==> src/rtl/seq_game_pkg.sv <==
// Shared definitions for the memory-sequence game: state encoding,
// LFSR taps, datapath widths and the one-hot display helper.
package seq_game_pkg;

  localparam int ELEM_W  = 3;
  localparam int DISP_W  = 8;
  localparam int IDX_W   = 3;
  localparam int TIMER_W = 26;
  localparam int MAX_LEN = 8;

  // Feedback taps for q[7]^q[5]^q[4]^q[3]
  localparam logic [7:0] LFSR_TAPS = 8'b1011_1000;

  localparam logic [2:0] ST_IDLE  = 3'd0;
  localparam logic [2:0] ST_GEN   = 3'd1;
  localparam logic [2:0] ST_SHOW  = 3'd2;
  localparam logic [2:0] ST_GAP   = 3'd3;
  localparam logic [2:0] ST_INPUT = 3'd4;
  localparam logic [2:0] ST_DONE  = 3'd5;

  typedef enum logic [2:0] {
    IDLE  = ST_IDLE,
    GEN   = ST_GEN,
    SHOW  = ST_SHOW,
    GAP   = ST_GAP,
    INPUT = ST_INPUT,
    DONE  = ST_DONE
  } state_t;

  // Converts a stored pattern element into the LED value shown to the user
  function automatic logic [DISP_W-1:0] oneHot(input logic [ELEM_W-1:0] elem);
    return DISP_W'(1) << elem;
  endfunction

endpackage

==> src/rtl/sequence_game_lfsr8.sv <==
// Free-running 8-bit Fibonacci LFSR used as the pattern source.
module lfsr8
  import seq_game_pkg::*;
#(
  parameter logic [7:0] SEED = 8'hA5
) (
  input  logic       Clock,
  input  logic       Resetn,
  output logic [7:0] q
);

  logic [7:0] lfsr_q;
  logic       feedback;

  assign feedback = ^(lfsr_q & LFSR_TAPS);

  // Shift every clock; reset reloads the nonzero seed
  always_ff @(posedge Clock) begin
    if (!Resetn) begin
      lfsr_q <= SEED;
    end else begin
      lfsr_q <= {lfsr_q[6:0], feedback};
    end
  end

  assign q = lfsr_q;

endmodule

==> src/rtl/sequence_game.sv <==
// Memory-sequence challenge: generates a pseudo-random one-hot pattern,
// plays it back on the LEDs, then checks the user's entries on DataIn.
module sequence_game
  import seq_game_pkg::*;
#(
  parameter int         SEQ_LEN     = 4,
  parameter int         STEP_CYCLES = 50000000,
  parameter int         GAP_CYCLES  = 12500000,
  parameter logic [7:0] LFSR_SEED   = 8'hA5
) (
  input  logic              Clock,
  input  logic              Resetn,
  input  logic              Start,
  input  logic              Go,
  input  logic [DISP_W-1:0] DataIn,
  output logic [DISP_W-1:0] Display,
  output logic [3:0]        Progress,
  output logic [3:0]        Mistakes,
  output logic              Mistake,
  output logic              Sequencer
);

  localparam logic [IDX_W-1:0]   LAST_IDX  = IDX_W'(SEQ_LEN - 1);
  localparam logic [TIMER_W-1:0] STEP_LAST = TIMER_W'(STEP_CYCLES - 1);
  localparam logic [TIMER_W-1:0] GAP_LAST  = TIMER_W'(GAP_CYCLES - 1);

  state_t              state_q;
  logic [IDX_W-1:0]    idx_q;
  logic [TIMER_W-1:0]  timer_q;
  logic [ELEM_W-1:0]   pat_q [MAX_LEN];
  logic [DISP_W-1:0]   display_q;
  logic [3:0]          progress_q;
  logic [3:0]          mistakes_q;
  logic                mistake_q;
  logic                sequencer_q;
  logic                go_q;

  logic [7:0]          lfsrVal;
  logic                unusedLfsr;
  logic                press;
  logic [IDX_W-1:0]    idxInc;

  lfsr8 #(.SEED(LFSR_SEED)) uLfsr (
    .Clock  (Clock),
    .Resetn (Resetn),
    .q      (lfsrVal)
  );

  // Only the low bits of the LFSR feed the pattern
  assign unusedLfsr = ^lfsrVal[7:ELEM_W];

  assign press  = Go & ~go_q;
  assign idxInc = idx_q + IDX_W'(1);

  // Delayed copy of Go so a held key registers as a single press
  always_ff @(posedge Clock) begin
    if (!Resetn) begin
      go_q <= 1'b0;
    end else begin
      go_q <= Go;
    end
  end

  // Game FSM with pattern store, timer and registered outputs; losing Start aborts from anywhere
  always_ff @(posedge Clock) begin
    if (!Resetn) begin
      state_q     <= IDLE;
      idx_q       <= '0;
      timer_q     <= '0;
      display_q   <= '0;
      progress_q  <= '0;
      mistakes_q  <= '0;
      mistake_q   <= 1'b0;
      sequencer_q <= 1'b0;
      for (int i = 0; i < MAX_LEN; i++) begin
        pat_q[i] <= '0;
      end
    end else begin
      mistake_q <= 1'b0;
      if (state_q != IDLE && !Start) begin
        state_q     <= IDLE;
        idx_q       <= '0;
        timer_q     <= '0;
        display_q   <= '0;
        progress_q  <= '0;
        sequencer_q <= 1'b0;
      end else begin
        unique case (state_q)
          IDLE: begin
            if (Start) begin
              state_q    <= GEN;
              idx_q      <= '0;
              progress_q <= '0;
              mistakes_q <= '0;
            end
          end
          GEN: begin
            pat_q[idx_q] <= lfsrVal[ELEM_W-1:0];
            if (idx_q == LAST_IDX) begin
              idx_q     <= '0;
              timer_q   <= '0;
              display_q <= oneHot(pat_q[0]);
              state_q   <= SHOW;
            end else begin
              idx_q <= idxInc;
            end
          end
          SHOW: begin
            if (timer_q == STEP_LAST) begin
              timer_q   <= '0;
              display_q <= '0;
              state_q   <= GAP;
            end else begin
              timer_q <= timer_q + TIMER_W'(1);
            end
          end
          GAP: begin
            if (timer_q == GAP_LAST) begin
              timer_q <= '0;
              if (idx_q == LAST_IDX) begin
                idx_q   <= '0;
                state_q <= INPUT;
              end else begin
                idx_q     <= idxInc;
                display_q <= oneHot(pat_q[idxInc]);
                state_q   <= SHOW;
              end
            end else begin
              timer_q <= timer_q + TIMER_W'(1);
            end
          end
          INPUT: begin
            if (press) begin
              if (DataIn == oneHot(pat_q[idx_q])) begin
                if (idx_q == LAST_IDX) begin
                  progress_q  <= 4'(SEQ_LEN);
                  sequencer_q <= 1'b1;
                  display_q   <= '1;
                  state_q     <= DONE;
                end else begin
                  idx_q      <= idxInc;
                  progress_q <= progress_q + 4'd1;
                end
              end else begin
                mistake_q  <= 1'b1;
                if (mistakes_q != 4'hF) begin
                  mistakes_q <= mistakes_q + 4'd1;
                end
                progress_q <= '0;
                idx_q      <= '0;
                timer_q    <= '0;
                display_q  <= oneHot(pat_q[0]);
                state_q    <= SHOW;
              end
            end
          end
          DONE: begin
            sequencer_q <= 1'b1;
          end
          default: begin
            state_q <= IDLE;
          end
        endcase
      end
    end
  end

  assign Display   = display_q;
  assign Progress  = progress_q;
  assign Mistakes  = mistakes_q;
  assign Mistake   = mistake_q;
  assign Sequencer = sequencer_q;

endmodule

==> config.mk <==
export PLATFORM = sky130hd
export DESIGN_NAME = sequence_game
export DESIGN_NICKNAME = d
export VERILOG_FILES = /design/src/rtl/seq_game_pkg.sv /design/src/rtl/sequence_game_lfsr8.sv /design/src/rtl/sequence_game.sv
export SDC_FILE = /design/constraint.sdc
export NUM_CORES = 1
export LEC_CHECK = 0
export CAP_MARGIN = 20
export CELL_PAD_IN_SITES_DETAIL_PLACEMENT = 1
export CELL_PAD_IN_SITES_GLOBAL_PLACEMENT = 1
export CORE_MARGIN = 5
export CORE_UTILIZATION = 28
export DETAILED_ROUTE_END_ITERATION = 12
export PLACE_DENSITY = 0.64
export SLEW_MARGIN = 20
export SYNTH_ARGS = -nofsm -noshare
export SYNTH_HDL_FRONTEND = slang
export SYNTH_SLANG_ARGS = --single-unit
==> constraint.sdc <==
create_clock -name Clock -period 5.7 [get_ports Clock]
set_input_delay 1.14 -clock Clock [delete_from_list [all_inputs] [get_ports Clock]]
set_output_delay 1.14 -clock Clock [all_outputs]
set_load 0.01 [all_outputs]
==> results of run 1 <==
## worst min path at each step
stage,slack [ns],to,depth (start not counted),from
6_report,0.43,uLfsr.q[7],1,uLfsr.q[6]
5_1_grt,0.47,uLfsr.q[7],1,uLfsr.q[6]
4_1_cts,0.44,uLfsr.q[7],1,uLfsr.q[6]
3_5_place_dp,0.41,uLfsr.q[7],1,uLfsr.q[6]
3_3_place_gp,0.40,uLfsr.q[7],1,uLfsr.q[6]
2_1_floorplan,0.39,uLfsr.q[7],1,uLfsr.q[6]
## layout by cell type, fill, tap and decap left out, drive strengths merged, types with 8 or more instances in the layout
master         netlist  final
nor3                13     13
mux2i                8      8
clkbuf              19     10
nor4                 8      8
nor2                36     36
nand2               37     37
or4                 13     13
o22ai                8      8
or3                 17     17
o21ai               30     30
and2                32     32
nand3               17     17
dfxtp               62     62
edfxtp              24     24
clkdlybuf4s50        0     29
nand2b              13     13
o31ai               11     11
inv                  9     14
a21oi               36     36
nor2b                8      8
mux4                12     12
## state kept, by name (all words and copies together) (netlist names), named ones only
name / cells
Mistake: 1
state_q: 3
Sequencer: 1
idx_q: 3
go_q: 1
Display: 8
timer_q: 26
pat_q: 24
Mistakes: 4
Progress: 4
uLfsr.q: 8
## kinds of logic after synthesis
logic type	synth area share, %
AOI/OAI and AO/OA	17.3
xor gates and xnor gates	1.49
adders and majority gates	1.60
buffers and inverters	3.04
DFF	41.8
muxes	8.90
and+or+nand+nor	25.8
## cells in the mapped netlist, types with 2 or more instances
master / count / area [sq um]
mux4_2: 8 / 180
nand4b_1: 2 / 17.5
a21boi_0: 2 / 15.0
nand3b_1: 2 / 15.0
a311oi_1: 4 / 35.0
o31ai_1: 11 / 82.6
or2_2: 2 / 12.5
o2111ai_1: 2 / 17.5
a21oi_1: 35 / 175
buf_2: 3 / 15.0
xnor2_1: 2 / 17.5
or4_1: 12 / 90.1
dfxtp_1: 62 / 1240
o22ai_1: 7 / 43.8
xor2_1: 6 / 52.6
o21ai_1: 2 / 10.0
ha_1: 6 / 75.1
a31oi_1: 4 / 25.0
nor3_1: 13 / 65.1
nor3b_1: 2 / 15.0
mux4_1: 4 / 105
nor2b_1: 8 / 50.1
clkbuf_1: 19 / 71.3
mux2_2: 3 / 33.8
and2_1: 32 / 200
a22o_1: 6 / 52.6
nor2_1: 36 / 135
and3_1: 6 / 37.5
nand3_1: 17 / 85.1
o21bai_1: 2 / 15.0
inv_1: 9 / 33.8
o21ai_0: 28 / 140
nand2b_1: 13 / 81.3
a211oi_1: 4 / 30.0
mux2i_1: 7 / 70.1
buf_6: 2 / 22.5
edfxtp_1: 24 / 721
nor4_1: 8 / 50.1
nand2_1: 36 / 135
or3_1: 17 / 106
nand4_1: 5 / 31.3
o211ai_1: 6 / 45.0
## layout make-up
cell class	count	area (sq um)
Clock buffer	10	229
Timing Repair Buffer	35	335
Clock inverter	6	52.6
Inverter	9	33.8
Fill cell	1891	11000
Multi-Input combinational cell	383	2590
Tap cell	220	275
Sequential cell	86	1960
## stage by stage
step / cells / utilization (%) / total power [W] / hold slack [ns] / setup slack [ns]
global placement: 733 / 31.4 / 0.00133 / 0.397 / 1.96
detailed placement: 733 / 31.4 / 0.00135 / 0.412 / 1.86
global route: 749 / 33.1 / 0.00202 / 0.473 / 1.58
CTS: 749 / 33.1 / 0.00193 / 0.435 / 1.86
floorplan: 502 / - / 0.00114 / 0.386 / 2.59
finish: 749 / 33.1 / 0.00190 / 0.429 / 1.91
## layer usage
layer,vias to the layer above,share of wire (%)
li1,1941,-
met1,2000,42
met2,46,55
met3,5,3.0
met4,0,0.38
met5,-,0
## worst max-delay path, stage by stage, from the launching register on
cell       delay, ns
dfxtp_1         0.52
mux4_1          0.63
mux2i_2         0.41
a21boi_0        0.22
o32ai_1         0.10
o22ai_2         0.56
o2111ai_1       0.54
or4_1           0.55
a21oi_1         0.17
## where the power goes
part           total [W]  leakage (nW)  internal [W]  switching (W)
registers       0.000756         0.751      0.000684      0.0000718
logic           0.000577         0.895      0.000238       0.000339
clock network   0.000569         0.139      0.000304       0.000265
==> impl_metrics.py, run 1 <==
metrics = {
    "grt": {
        "grt_max_degree": 26,
        "antenna_found_initial": 0,
        "grt_pass1_wl_um": 21300,
        "grt_use_total_pct": 13.4,
        "grtUsageMet3_pct": 3.02,
        "grt.met2_usage_pct": 25.0,
        "grt_pass1_vias": 4137,
        "grt.overflow.total": 0,
        "use_met1_pct": 15.5,
        "top_usage_layer": "met2",
    },
    "route": {
        "firstDrtPassIters": 4,
        "drtAntennaViolNets": 0,
        "vias": 3992,
        "drtIter0Drc": 131,
        "finalWirelength_um": 12600,
        "via_per_inst": 5.33,
        "drcViolationCount": 0,
        "wl_per_cell_um": 16.9,
    },
    "yosys": {
        "syn_area_sq_mm": 0.00469,
        "synth_cell_types": 65,
        "syn-num-nets": 520,
        "ys_ff_latch": 86,
        "ys_seq_area_share_pct": 41.8,
        "synth_async_sr_flop_share_pct": 0,
        "syn_avg_cell_area_sq_um": 9.35,
        "synth_edf_count": 24,
        "syn_inst": 502,
        "synth_ff_type": "dfxtp_1",
        "ys_warn_count": 0,
    },
    "sta": {
        "layout_min_cycle_time_ns": 3.79,
        "setup_viol": 0,
        "slew_violations": 0,
        "fmax_mhz": 264,
        "final_hold_viol_count": 0,
        "worstMarginPinSlew_ns": 0.840,
        "slew-limit-headroom_pct": 43.6,
        "tns_ns": 0,
        "finClkSkew_ns": 0.00949,
        "rsz0062_at_grt": "no",
        "finalCritPeriodShare_pct": 66.5,
    },
    "floorplanning": {
        "start_util_pct": 28.4,
        "fp.coreArea_sq_mm": 0.0165,
        "die_w_um": 139,
        "floorplan.die_area_sq_mm": 0.0195,
        "die_y_um": 139,
        "std_cell_rows": 47,
        "io_pins": 30,
    },
    "clock_tree": {
        "clk-insertion-delay-late_ns": 0.35,
        "clock_path_buffers": 2,
        "clkTransAtPathRegs_ns": 0.07,
        "cts_hold_buf": 0,
        "cts_tree": "built",
        "cts.sinks": 86,
        "htree_levels": 3,
        "cts_root_buf": "clkbuf_16",
        "postCtsSetupBuffers": 0,
        "cts_buffers": 9,
        "cts.repair.resized": 0,
    },
    "setup_path": {
        "cp_max_fo": 14,
        "path_class": "reg2reg",
        "critPathLaunchType": "flip-flop",
        "worst_ep_required_time_ns": 5.97,
        "setup.worst_path.end_class": "flip-flop",
        "r2r_end": "timer_q[20]",
        "reg2regPathDepth": 8,
        "reg2reg_setup_slack_ns": 1.91,
        "cp_data_arrival_time_ns": 4.06,
        "endpoint": "timer_q[20]",
    },
    "power_and_ir_drop": {
        "ir_worst_vdd_uv": 160,
        "leakage_nw": 1.79,
        "p_per_area_mw_per_mm2": 347,
    },
    "layout": {
        "fin_nets": 542,
        "antenna_cells": 0,
        "area_delta_synth_final_pct": 16.7,
        "drive_above_1_share_pct": 8.51,
        "final_cell_area_sq_mm": 0.00548,
    },
    "placement": {
        "gp_congestion": 0.795,
        "place_area_sq_mm": 0.00519,
        "hpwl_um": 9440,
        "port_buffers": 29,
    },
    "flow_run": {
        "maxCapViolCount": 0,
    },
    "run_status": {
        "status": "finished clean",
    },
    "hold_path": {
        "holdCritPathClass": "reg2reg",
    },
}
No activity file was read; power rests on OpenSTA's default activity.
==> run 2, diff against run 1 <==
- PLACE_DENSITY: 0.64 -> 0.66
- clock period: 5.7 -> 3.4 ns (I/O delays scaled with it)
==> impl_metrics.py, run 2 (same netlist as run 1, synthesis figures left out) <==
metrics = {
    "clock_tree": {
        "clk-insertion-delay-late_ns": 0.35,
        "cts_tree": "built",
        "clkTransAtPathRegs_ns": 0.06,
        "postCtsSetupBuffers": 0,
        "cts_buffers": 9,
        "cts.sinks": 86,
        "cts.repair.resized": 0,
        "htree_levels": 3,
        "cts_hold_buf": 0,
        "clock_path_buffers": 2,
        "cts_root_buf": "clkbuf_16",
    },
    "layout": {
        "largest_reg_flops": 26,
        "nFillCells": 1905,
        "final_cell_mix": "dfxtp_1 (61), nand2_1 (36), nor2_1 (36)",
        "top_regs": "timer_q x26, pat_q x24",
        "drive_above_1_share_pct": 11.7,
        "regMostFlops": "timer_q",
        "final_cell_area_sq_mm": 0.00560,
        "seq_area_sq_mm": 0.00196,
        "fin_nets": 560,
        "area_delta_synth_final_pct": 19.3,
        "antenna_cells": 0,
        "multi_input_area_sq_mm": 0.00259,
        "mostFrequentLayoutCell": "dfxtp_1",
    },
    "setup_path": {
        "cp_data_arrival_time_ns": 3.46,
        "reg2regPathDepth": 10,
        "r2r_end": "Mistakes[3]",
        "setup.worst_path.end_class": "flip-flop",
        "worst_ep_required_time_ns": 3.68,
        "critPathLaunchType": "flip-flop",
        "path_class": "reg2reg",
        "cp_max_fo": 12,
        "reg2reg_from": "pat_q[0][0]",
        "endpoint": "Mistakes[3]",
        "crit_start": "pat_q[0][0]",
        "reg2reg_setup_slack_ns": 0.22,
    },
    "route": {
        "firstDrtPassIters": 4,
        "via_per_inst": 5.26,
        "drtIter0Drc": 144,
        "finalWirelength_um": 13600,
        "drtAntennaViolNets": 0,
        "vias": 4035,
        "drcViolationCount": 0,
        "wl_per_cell_um": 17.8,
    },
    "sta": {
        "rsz0062_at_grt": "no",
        "finalCritPeriodShare_pct": 93.7,
        "tns_ns": 0,
        "final_hold_viol_count": 0,
        "layout_min_cycle_time_ns": 3.18,
        "fmax_mhz": 314,
        "slew_violations": 0,
        "slew-limit-headroom_pct": 50.3,
        "finClkSkew_ns": 0.0101,
        "worstMarginPinSlew_ns": 0.740,
        "setup_viol": 0,
    },
    "power_and_ir_drop": {
        "leakage_nw": 1.86,
        "ir_worst_vdd_uv": 345,
        "p_per_area_mw_per_mm2": 574,
        "finalPower_w": 0.00322,
    },
    "floorplanning": {
        "floorplan.die_area_sq_mm": 0.0195,
        "io_pins": 30,
        "start_util_pct": 28.4,
        "fp.coreArea_sq_mm": 0.0165,
        "std_cell_rows": 47,
        "die_y_um": 139,
        "die_w_um": 139,
    },
    "grt": {
        "grt.overflow.total": 0,
        "grt_pass1_vias": 4354,
        "grt_pass1_wl_um": 22600,
        "grt_max_degree": 26,
        "antenna_found_initial": 0,
        "grt_use_total_pct": 14.5,
    },
    "placement": {
        "port_buffers": 29,
        "place_area_sq_mm": 0.00533,
        "hpwl_um": 10500,
        "gp_congestion": 0.888,
    },
    "flow_run": {
        "maxCapViolCount": 0,
    },
    "run_status": {
        "status": "finished clean",
    },
    "hold_path": {
        "holdCritPathClass": "reg2reg",
    },
}
run 2: changes by cell type in the layout (fill, tap and decap cells not counted):
cell | before | now
dfxtp_2 | 0 | 1
clkinv_2 | 0 | 3
dfxtp_1 | 62 | 61
buf_4 | 6 | 24
clkinvlp_4 | 0 | 2
inv_6 | 5 | 1
clkinv_4 | 1 | 0
run 2: routing by layer:
metal / up-vias / part of all wire [%] / GRT usage (%)
li1: 1968 / - / -
met1: 1993 / 42 / 16.5
met2: 57 / 54 / 26.5
met3: 17 / 3.0 / 3.57
met4: 0 / 1.5 / 4.43
met5: - / 0 / 0
run 2: area by class of cell:
class	count	area share (%)
sequential	86	35.1
clock buffer	10	4.09
clock inverter	6	0.693
inverter	9	0.603
timing repair buffer	53	8.40
tap	220	4.92
multi-input combinational	383	46.2
run 2: worst min-delay path by stage:
stage	depth (start not counted)	slack (ns)	endpoint	startpoint
after floorplan	1	0.39	uLfsr.q[7]	uLfsr.q[6]
after global placement	1	0.40	uLfsr.q[7]	uLfsr.q[6]
after detailed placement	1	0.41	uLfsr.q[7]	uLfsr.q[6]
after CTS	1	0.42	uLfsr.q[7]	uLfsr.q[6]
after global routing	1	0.46	uLfsr.q[7]	uLfsr.q[6]
final	1	0.42	uLfsr.q[7]	uLfsr.q[6]
run 2: where the power goes:
part	leakage [nW]	internal, W	switching [W]
combinational	0.981	0.000445	0.000620
sequential	0.752	0.00115	0.0000893
clock	0.129	0.000494	0.000421
run 2: critical path, cell delays in order, from the launching register on:
cell and delay, ns:
edfxtp_1 0.48, mux4_1 0.54, mux2i_2 0.30, a21boi_0 0.28, o32ai_1 0.12, o22ai_2 0.21
buf_4 0.23, nor2_1 0.13, buf_4 0.17, or4_1 0.50, a21oi_1 0.15
run 2: stage by stage:
step / setup WS [ns] / hold slack (ns) / util (%) / cells
after floorplan: 0.289 / 0.386 / - / 502
after global placement: 0.230 / 0.397 / 32.3 / 751
after detailed placement: 0.0889 / 0.408 / 32.3 / 751
after CTS: 0.0664 / 0.423 / 33.9 / 767
after global routing: 0.0195 / 0.462 / 33.9 / 767
final: 0.215 / 0.415 / 33.9 / 767
==> run 3, diff against run 2 <==
- CORE_MARGIN: 5 -> 2
==> impl_metrics.py, run 3 (same netlist as run 1, synthesis figures left out) <==
metrics = {
    "setup_path": {
        "crit_chain": "mux4_1, mux2_2, or4_1, o211ai_1, nand2_2, or4_4, or3_1, a21oi_1",
        "max_stage_delay_ns": 0.62,
        "setup.worst_path.end_class": "flip-flop",
        "endpoint": "Progress[0]",
        "cp_max_fo": 6,
        "critPathLaunchType": "flip-flop",
        "cp_top_family": "simple AND/OR/NAND/NOR gates",
        "cp.depth": 8,
        "r2r_end": "Progress[0]",
        "reg2regPathDepth": 8,
        "path_class": "reg2reg",
        "cp_data_arrival_time_ns": 3.48,
        "slowest_stage": "mux4_1",
        "reg2reg_setup_slack_ns": 0.20,
        "path_buf_inv": 0,
        "worst_ep_required_time_ns": 3.68,
    },
    "layout": {
        "final_cell_mix": "dfxtp_1 (61), nand2_1 (36), nor2_1 (36)",
        "area_delta_synth_final_pct": 19.7,
        "stdcell_count": 766,
        "largest_reg_flops": 26,
        "fin_nets": 559,
        "final_cell_area_sq_mm": 0.00562,
        "top_regs": "timer_q x26, pat_q x24",
        "drive_above_1_share_pct": 11.7,
        "mostFrequentLayoutCell": "dfxtp_1",
        "regMostFlops": "timer_q",
        "antenna_cells": 0,
        "fin_util_pct": 34.1,
    },
    "placement": {
        "dpl.cell_count": 750,
        "port_buffers": 29,
        "place_area_sq_mm": 0.00532,
        "gp_congestion": 0.832,
        "hpwl_um": 9800,
    },
    "sta": {
        "tns_ns": 0,
        "finClkSkew_ns": 0.00951,
        "slew_violations": 0,
        "setup_viol": 0,
        "fmax_mhz": 312,
        "slew-limit-headroom_pct": 49.3,
        "final_hold_viol_count": 0,
        "layout_min_cycle_time_ns": 3.20,
        "worstMarginPinSlew_ns": 0.755,
        "finalCritPeriodShare_pct": 94.2,
        "rsz0062_at_grt": "no",
    },
    "grt": {
        "grt_max_degree": 26,
        "antenna_found_initial": 0,
        "grt.overflow.total": 0,
        "grt_pass1_vias": 4260,
        "grt_use_total_pct": 15.4,
        "grt_pass1_wl_um": 22000,
    },
    "run_status": {
        "status": "finished clean",
    },
    "power_and_ir_drop": {
        "leakage_nw": 1.87,
        "ir_worst_vdd_uv": 416,
        "finalPower_w": 0.00327,
        "p_per_area_mw_per_mm2": 581,
    },
    "route": {
        "drcViolationCount": 0,
        "vias": 4067,
        "firstDrtPassIters": 5,
        "finalWirelength_um": 13000,
        "drtIter0Drc": 195,
        "drtAntennaViolNets": 0,
        "via_per_inst": 5.31,
        "wl_per_cell_um": 17.0,
    },
    "clock_tree": {
        "postCtsSetupBuffers": 0,
        "clk-insertion-delay-late_ns": 0.35,
        "clock_path_buffers": 2,
        "cts_buffers": 9,
        "clkTransAtPathRegs_ns": 0.07,
        "cts_tree": "built",
        "cts.sinks": 86,
        "cts_hold_buf": 0,
        "htree_levels": 3,
        "cts_root_buf": "clkbuf_16",
    },
    "floorplanning": {
        "start_util_pct": 28.5,
        "die_y_um": 133,
        "fp.coreArea_sq_mm": 0.0165,
        "die_w_um": 133,
        "floorplan.die_area_sq_mm": 0.0178,
        "io_pins": 30,
        "std_cell_rows": 47,
    },
    "flow_run": {
        "maxCapViolCount": 0,
    },
    "hold_path": {
        "holdCritPathClass": "reg2reg",
    },
}
[run 3: cell count changes in the layout (fill, tap and decap cells not counted), sizes merged]
cell,previous run,this run
buf,24,23
clkbuf,10,9
clkinv,3,1
clkinvlp,2,0
inv,10,15
[run 3: worst min path at each step]
stage / from / to / slack, ns / depth (start not counted)
finish: uLfsr.q[6] / uLfsr.q[7] / 0.42 / 1
global route: uLfsr.q[6] / uLfsr.q[7] / 0.45 / 1
CTS: uLfsr.q[6] / uLfsr.q[7] / 0.42 / 1
detailed placement: uLfsr.q[6] / uLfsr.q[7] / 0.41 / 1
global placement: uLfsr.q[6] / uLfsr.q[7] / 0.40 / 1
floorplan: uLfsr.q[6] / uLfsr.q[7] / 0.39 / 1
[run 3: area by class of cell]
| cell class | count | area, sq um |
|---|---|---|
| Clock inverter | 7 | 60.1 |
| Timing Repair Buffer | 52 | 463 |
| Multi-Input combinational cell | 383 | 2600 |
| Clock buffer | 9 | 225 |
| Inverter | 9 | 33.8 |
| Fill cell | 1919 | 10800 |
| Tap cell | 220 | 275 |
| Sequential cell | 86 | 1960 |
[run 3: repair_timing]
action,4_1_cts,5_1_grt
gates resized for setup,0,3
endpoints found under the setup margin,0,44
hold endpoints to repair,0,0
[run 3: stage by stage]
stage | worst slack [ns] | hold WS [ns]
6_report | 0.198 | 0.418
5_1_grt | 0.0300 | 0.448
4_1_cts | 0.0597 | 0.423
3_5_place_dp | 0.114 | 0.406
3_3_place_gp | 0.222 | 0.400
2_1_floorplan | 0.289 | 0.386
[run 3: power breakdown]
group          switching [W]  leakage, nW  total, W  internal (W)
Clock               0.000462        0.144  0.000974      0.000513
Sequential          0.000103        0.752   0.00125       0.00115
Combinational       0.000601        0.976   0.00104      0.000441
[run 3: layer usage]
metal,part of all wire (%),vias up,track usage [%]
li1,-,1978,-
met4,1.3,0,4.26
met3,2.5,15,3.58
met5,0,-,0
met2,53,47,27.9
met1,43,2027,18.2
